<file path="config.mk">
export PLATFORM = sky130hd
export DESIGN_NAME = uart_rx_frame
export DESIGN_NICKNAME = d
export VERILOG_FILES = /design/src/rtl/uart_pkg.sv /design/src/rtl/uart_rx_sync.sv /design/src/rtl/uart_rx_frame.sv
export SDC_FILE = /design/constraint.sdc
export NUM_CORES = 1
export LEC_CHECK = 0
export CELL_PAD_IN_SITES_DETAIL_PLACEMENT = 1
export CELL_PAD_IN_SITES_GLOBAL_PLACEMENT = 2
export CORE_MARGIN = 10
export CORE_UTILIZATION = 38
export DETAILED_ROUTE_END_ITERATION = 8
export PLACE_DENSITY = 0.95
export SYNTH_ARGS = -nofsm -noshare
export SYNTH_HDL_FRONTEND = slang
export SYNTH_HIERARCHICAL = 1
export SYNTH_SLANG_ARGS = --single-unit
</file>
<file path="constraint.sdc">
create_clock -name bclk_in -period 3.6 [get_ports bclk_in]
set_input_delay 0.72 -clock bclk_in [delete_from_list [all_inputs] [get_ports bclk_in]]
set_output_delay 0.72 -clock bclk_in [all_outputs]
set_load 0.05 [all_outputs]
</file>
<file path="src/rtl/uart_pkg.sv">
// Shared UART receive definitions: state encodings, oversample constants, word-length decode.
// Latency: n/a (types, constants and a pure function only).
// Backpressure: n/a.
package uart_pkg;

    typedef enum logic [2:0] {
        IDLE      = 3'd0,
        START     = 3'd1,
        DATA      = 3'd2,
        PARITY    = 3'd3,
        STOP      = 3'd4,
        WAIT_IDLE = 3'd5
    } rx_state_t;

    localparam int OSM_16  = 16;
    localparam int OSM_13  = 13;
    localparam int HALF_16 = 7;
    localparam int HALF_13 = 6;

    // Word-length select to number of data bits (5..8).
    function automatic logic [3:0] wls_to_bits(input logic [1:0] wls);
        return 4'(wls) + 4'd5;
    endfunction

endpackage

</file>
<file path="src/rtl/uart_rx_sync.sv">
// Metastability synchronizer for the asynchronous RX line; resets to the idle (high) level.
// Latency: SYNC_STAGES bclk cycles.
// Backpressure: none; free-running shift chain.
module uart_rx_sync #(
    parameter int SYNC_STAGES = 2
) (
    input  logic bclk_in,
    input  logic rstn_in,
    input  logic serial,
    output logic rxd
);

    logic [SYNC_STAGES-1:0] sync_q;

    // Shift the raw line through the flop chain; reset to 1 so reset never looks like a start bit.
    always_ff @(posedge bclk_in or negedge rstn_in) begin
        if (!rstn_in) begin
            sync_q <= '1;
        end else begin
            sync_q <= {sync_q[SYNC_STAGES-2:0], serial};
        end
    end

    assign rxd = sync_q[SYNC_STAGES-1];

endmodule

</file>
<file path="src/rtl/uart_rx_frame.sv">
// UART receive deserializer: start validation, 5-8 data bits LSB first, optional parity, one stop bit.
// Latency: strobe on the stop-bit sample edge, SYNC_STAGES + ~9.5 bit times after the falling edge.
// Backpressure: none; rx_valid_out is a one-cycle strobe that the consumer must accept.
module uart_rx_frame
    import uart_pkg::*;
#(
    parameter int SYNC_STAGES = 2
) (
    input  logic       bclk_in,
    input  logic       rstn_in,
    input  logic       enable_in,
    input  logic       serial_in,
    input  logic       osm_sel_in,
    input  logic [1:0] wls_in,
    input  logic       pen_in,
    input  logic       eps_in,
    input  logic       sp_in,
    output logic [7:0] rbr_out,
    output logic       rx_valid_out,
    output logic       pe_out,
    output logic       fe_out,
    output logic       bi_out,
    output logic       busy_out
);

    rx_state_t  state, state_nxt;
    logic [3:0] cyc, cyc_nxt;
    logic [2:0] bitcnt, bitcnt_nxt;
    logic [7:0] shift, shift_nxt;
    logic       par_bit, par_bit_nxt;
    logic       par_err, par_err_nxt;
    logic       rxd;
    logic       load_cfg;

    // Frame configuration, frozen for the duration of a character.
    logic       osm13_q;
    logic [1:0] wls_q;
    logic       pen_q, eps_q, sp_q;

    logic [7:0] rbr_nxt;
    logic       valid_nxt, pe_nxt, fe_nxt, bi_nxt;

    logic [3:0] n_last;
    logic [3:0] half;
    logic [2:0] last_bit;
    logic       par_exp;

    uart_rx_sync #(.SYNC_STAGES(SYNC_STAGES)) u_sync (
        .bclk_in (bclk_in),
        .rstn_in (rstn_in),
        .serial  (serial_in),
        .rxd     (rxd)
    );

    assign n_last   = osm13_q ? 4'(OSM_13 - 1) : 4'(OSM_16 - 1);
    assign half     = osm13_q ? 4'(HALF_13) : 4'(HALF_16);
    assign last_bit = 3'(wls_to_bits(wls_q) - 4'd1);
    // Unused MSBs of shift are cleared at frame start, so the XOR covers only real data bits.
    assign par_exp  = sp_q ? !eps_q : (eps_q ? (^shift) : !(^shift));
    assign busy_out = (state != IDLE);

    // State, bit timing, datapath and registered outputs.
    always_ff @(posedge bclk_in or negedge rstn_in) begin
        if (!rstn_in) begin
            state        <= IDLE;
            cyc          <= '0;
            bitcnt       <= '0;
            shift        <= '0;
            par_bit      <= 1'b0;
            par_err      <= 1'b0;
            osm13_q      <= 1'b0;
            wls_q        <= '0;
            pen_q        <= 1'b0;
            eps_q        <= 1'b0;
            sp_q         <= 1'b0;
            rbr_out      <= '0;
            rx_valid_out <= 1'b0;
            pe_out       <= 1'b0;
            fe_out       <= 1'b0;
            bi_out       <= 1'b0;
        end else begin
            state        <= state_nxt;
            cyc          <= cyc_nxt;
            bitcnt       <= bitcnt_nxt;
            shift        <= shift_nxt;
            par_bit      <= par_bit_nxt;
            par_err      <= par_err_nxt;
            rbr_out      <= rbr_nxt;
            rx_valid_out <= valid_nxt;
            pe_out       <= pe_nxt;
            fe_out       <= fe_nxt;
            bi_out       <= bi_nxt;
            if (load_cfg) begin
                osm13_q <= osm_sel_in;
                wls_q   <= wls_in;
                pen_q   <= pen_in;
                eps_q   <= eps_in;
                sp_q    <= sp_in;
            end
        end
    end

    // Next-state and datapath decode; disabling the receiver drops any partial frame.
    always_comb begin
        state_nxt   = state;
        cyc_nxt     = cyc + 4'd1;
        bitcnt_nxt  = bitcnt;
        shift_nxt   = shift;
        par_bit_nxt = par_bit;
        par_err_nxt = par_err;
        load_cfg    = 1'b0;
        rbr_nxt     = rbr_out;
        valid_nxt   = 1'b0;
        pe_nxt      = pe_out;
        fe_nxt      = fe_out;
        bi_nxt      = bi_out;

        if (!enable_in) begin
            state_nxt = IDLE;
            cyc_nxt   = '0;
        end else begin
            case (state)
                IDLE: begin
                    cyc_nxt = '0;
                    if (!rxd) begin
                        state_nxt = START;
                        load_cfg  = 1'b1;
                    end
                end
                START: begin
                    if (cyc == half) begin
                        cyc_nxt = '0;
                        if (rxd) begin
                            state_nxt = IDLE;
                        end else begin
                            state_nxt   = DATA;
                            bitcnt_nxt  = '0;
                            shift_nxt   = '0;
                            par_bit_nxt = 1'b0;
                            par_err_nxt = 1'b0;
                        end
                    end
                end
                DATA: begin
                    if (cyc == n_last) begin
                        cyc_nxt           = '0;
                        shift_nxt[bitcnt] = rxd;
                        if (bitcnt == last_bit) begin
                            state_nxt = pen_q ? PARITY : STOP;
                        end else begin
                            bitcnt_nxt = bitcnt + 3'd1;
                        end
                    end
                end
                PARITY: begin
                    if (cyc == n_last) begin
                        cyc_nxt     = '0;
                        par_bit_nxt = rxd;
                        par_err_nxt = (rxd != par_exp);
                        state_nxt   = STOP;
                    end
                end
                STOP: begin
                    if (cyc == n_last) begin
                        cyc_nxt   = '0;
                        rbr_nxt   = shift;
                        pe_nxt    = pen_q & par_err;
                        fe_nxt    = !rxd;
                        bi_nxt    = (shift == 8'h00) && (!pen_q || !par_bit) && !rxd;
                        valid_nxt = 1'b1;
                        state_nxt = rxd ? IDLE : WAIT_IDLE;
                    end
                end
                WAIT_IDLE: begin
                    cyc_nxt = '0;
                    if (rxd) begin
                        state_nxt = IDLE;
                    end
                end
                default: begin
                    state_nxt = IDLE;
                    cyc_nxt   = '0;
                end
            endcase
        end
    end

endmodule

</file>
Word level (Yosys, flattened, before mapping) --
Index checks and enable logic that the tools add are counted.
Word-level totals: bits in registers 40, output and inout port bits 13, word-level logic and storage cells 110, bits of input ports 10
Cells by class: bitwise gates (word level) 1, reduce and logical (&&, ||, !) cells 21, order comparisons 2, equality and inequality tests 21, $add $sub $neg 4, muxes and demuxes 44
Operator list (count):
- 2-to-1 mux 3 bit | 14
- 2-to-1 mux 8 bit | 3
- != test 3 bit (second input constant) | 6
- case mux 3 bit (6 select lines) | 1
- case mux 8 bit (2 select lines) | 1
- 2-to-1 mux 1 bit | 14
- 2-to-1 mux 4 bit | 3
- != test 2 bit (second input constant) | 5
- AND reduction 5 bit | 2
- bitwise mux 8 bit | 1
- logical NOT 8 bit | 1
- case mux 4 bit (2 select lines) | 1
- parity 8 bit | 1
- AND reduction 7 bit | 1
- == test 3 x 2 -> 1 bit (second input constant) | 2
- == test 3 bit (second input constant) | 2
- case mux 3 bit (2 select lines) | 1
- AND reduction 6 bit | 1
- logical NOT 1 bit | 5
- adder 4 x 1 -> 4 bit (second input constant) | 1
- == test 4 x 3 -> 1 bit | 1
- == test 4 bit | 1
- less-than comparator 3 x 4 -> 1 bit (second input constant) | 1
- 2-to-1 mux 2 bit | 2
- other kinds (18) | 22

Longest topological paths before layout --
depth after elaboration 7, gate-level depth with buffers 7, gate-level depth less buffers 7

Cells and area by module --
The synthesis kept the hierarchy.
Modules (own cells, without submodules):
- uart_rx_frame | instances 1, area an instance 2035.7 um^2, cells an instance 213
- uart_rx_sync | instances 1, area an instance 52.6 um^2, cells an instance 2

Worst setup path after synthesis --
No wires, ideal clock.
path type reg-to-output, start reg state[2], end out busy_out, cell stages (with the launch flop) 3, path slack 1731 ps, arrival time 1149 ps, data required time 2880 ps, cell sequence dfrtp_1 -> clkbuf_1 -> or3_1
On the way: word-level cells in the longest chain between the ends 1
RTL lines:
- start, declared | RTL line uart_rx_frame.sv:26 | rx_state_t state, state_nxt;
- start signal, assigned | RTL line uart_rx_frame.sv:82 | state <= state_nxt;
- nonzero test 3 bit | RTL line uart_rx_frame.sv:60 | assign busy_out = (state != IDLE);
- end, declared | RTL line uart_rx_frame.sv:23 | output logic busy_out
Every way passes these cells.

Worst setup path after layout --
Same ends and word-level chain as after synthesis.

==> results_dict.tcl <==
set metrics [dict create \
    post_cts_buffers 0 \
    die_area_um2 8860 \
    clockBufferDepth 2 \
    final_cell_mix "38 x dfrtp_1, 27 x nand2_1, 25 x o21ai_0" \
    post_drt_wl_per_cell_um 15.2 \
    core-area_um2 5200 \
    numClockSinks 40 \
    die_w_um 94.1 \
    n_antenna_cell 0 \
    power_frac_seq 0.521 \
    clock_latency_ns 0.29 \
    vias 1610 \
    drtIter0Drc 116 \
    clkPwrFrac 0.297 \
    power.density_nw_per_um2 411 \
    p_leak_nw 1.03 \
    final_cells 307 \
    cts_buffers 5 \
    htree_levels 2 \
    ctsResizeCount 0 \
    critical_path_class "flop to output pin" \
    via_per_inst 5.24 \
    ys_ff_latch 40 \
    antenna_found_initial 0 \
    comb_power_share 0.182 \
    fmax_mhz 379 \
    dpl.cell_count 299 \
    grt_pass1_vias 1676 \
    port_buffers 22 \
    routed_wl_um 4660 \
    ys_async_sr_fraction 1.00 \
    io_pins 23 \
    final_common_cell "dfrtp_1" \
    routabilityCongestion 0.818 \
    outcome "completed" \
    cts.reportedPaths.clkPinSlew_ns 0.08 \
    dp_hpwl_um 3470 \
    skew_ns 0.0102 \
    drc 0 \
    period_needed_ns 2.64 \
    cts_tree "yes" \
    finalSetupViolCount 0 \
    hold_class "flop to flop" \
    synth_cells 215 \
    nets 252 \
    yosysUniqueCellTypes 47 \
    grt_max_degree 41 \
    finalHoldViolCount 0 \
    crit_path_end_kind "output pin" \
    syn_nets 231 \
    worst_pin_slew_ns 0.902 \
    yosysWarnings 6 \
    drv_slew 0 \
    ant_nets 0 \
    cts-hold-fix-buffers 0 \
    p_switching_w 0.000299 \
    max_cap_viol_count 0 \
    start_util 0.401 \
    synthFlopType "dfrtp_1" \
    synth_area_um2 2090 \
    setup-tns-final_ns 0 \
    dr.pass1.iters 4 \
    critPathLaunchType "flop" \
    worst_ep_arrival_time_ns 1.92 \
    area_growth_pct 17.0 \
    regToRegSetupSlack_ns 1.50 \
    cts_root_buffer "clkbuf_8" \
    synth_edf_count 0 \
    switching_share 0.298 \
    grt_overflow_total 0 \
    ys_seq_area_frac 0.481 \
    rsz0062_at_grt "false" \
    critical_path_required_ns 2.88 \
    dieHeight_um 94.1 \
    min_period_over_period 0.732 \
    grtUsageTotal 0.111 \
    max_slew_margin 0.399 \
    intPower_w 0.000705 \
    drive_gt1_frac 0.118 \
    peakVddDrop_uv 216 \
    crit_path_max_fanout 13 \
    grt_pass1_wl_um 7970 \
    num_rows 26 \
    avgSynthCellArea_um2 9.71 \
]
cell usage after synthesis (2+ instances only):
master	n	area [um^2]
o21ai_1	2	10.0
o21ai_0	25	125
nor2b_1	5	31.3
nand3_1	5	25.0
nand4_1	2	12.5
a31oi_1	3	18.8
nand2_1	27	101
o31ai_1	2	15.0
a22o_1	2	17.5
o211ai_1	2	15.0
nand2b_1	4	25.0
nand3b_1	2	15.0
xnor2_1	9	78.8
nor2_1	13	48.8
inv_1	12	45.0
dfstp_2	2	52.6
a21oi_1	6	30.0
a21o_1	2	15.0
nor3b_1	3	22.5
and2_1	3	18.8
dfrtp_1	38	951
mux2_2	9	101
nor3_1	2	10.0
clkbuf_1	7	26.3
ha_1	6	75.1
metal layers:
layer	share of wire	up-vias	track usage	wire, um
li1	-	792	-	-
met5	0	-	0	0
met4	0.011	0	0.0367	53
met2	0.47	26	0.177	2190
met3	0.049	6	0.0368	227
met1	0.47	786	0.136	2190
worst paths after layout:
check,start,to,depth (start not counted)
max in group asynchronous,rstn_in,osm13_q,1
setup / recovery,state[2],busy_out,2
hold / removal,u_sync/sync_q[0],u_sync/sync_q[1],0
hold reg to reg,u_sync/sync_q[0],u_sync/sync_q[1],0
setup reg to reg,cyc[0],bitcnt[0],5
min in group asynchronous,rstn_in,pe_out,1
cell type report:
cell class	count	area (um^2)
Tap cell	70	87.6
Timing Repair Buffer	23	223
Fill cell	601	2760
Clock buffer	5	68.8
Sequential cell	40	1000
Clock inverter	3	18.8
Inverter	12	45.0
Multi-Input combinational cell	154	997
state kept, by name, summed over array words and instances (netlist names):
name / count
u_sync/sync_q: 2
bi_out: 1
pen_q: 1
bitcnt: 3
par_bit: 1
par_err: 1
rbr_out: 8
eps_q: 1
pe_out: 1
rx_valid_out: 1
shift: 8
state: 3
sp_q: 1
wls_q: 2
fe_out: 1
osm13_q: 1
cyc: 4
kinds of logic after synthesis:
kind of cell             synth area share
AO/OA/AOI/OAI                       0.164
XOR/XNOR                           0.0419
adder cells (fa/ha/maj)            0.0359
buffers and inverters              0.0419
flip-flops                          0.481
multiplexers                       0.0533
AND/OR/NAND/NOR                     0.183
metrics by stage:
step	worst slack (ns)	total power, W	hold slack [ns]	util	area (um^2)
floorplan	1.73	0.000654	0.345	-	2090
CTS	0.952	0.00102	0.365	0.469	2440
finish	0.964	0.00100	0.371	0.469	2440
global route	0.912	0.00106	0.378	0.469	2440
detailed placement	1.00	0.000715	0.347	0.453	2360
global placement	1.06	0.000708	0.345	0.453	2360
critical path, cell delays in order, from the launching register on:
cell	delay, ns
dfrtp_1	0.51
or3_1	0.41
clkdlybuf4s50_1	0.70
power by group through the flow:
stage | Sequential [W] | Clock [W] | Combinational (W)
finish | 0.000523 | 0.000298 | 0.000183
global route | 0.000529 | 0.000332 | 0.000200
CTS | 0.000522 | 0.000308 | 0.000185
detailed placement | 0.000532 | 0 | 0.000184
global placement | 0.000529 | 0 | 0.000180
floorplan | 0.000517 | 0 | 0.000137
Power figures use the tool's default switching activity.
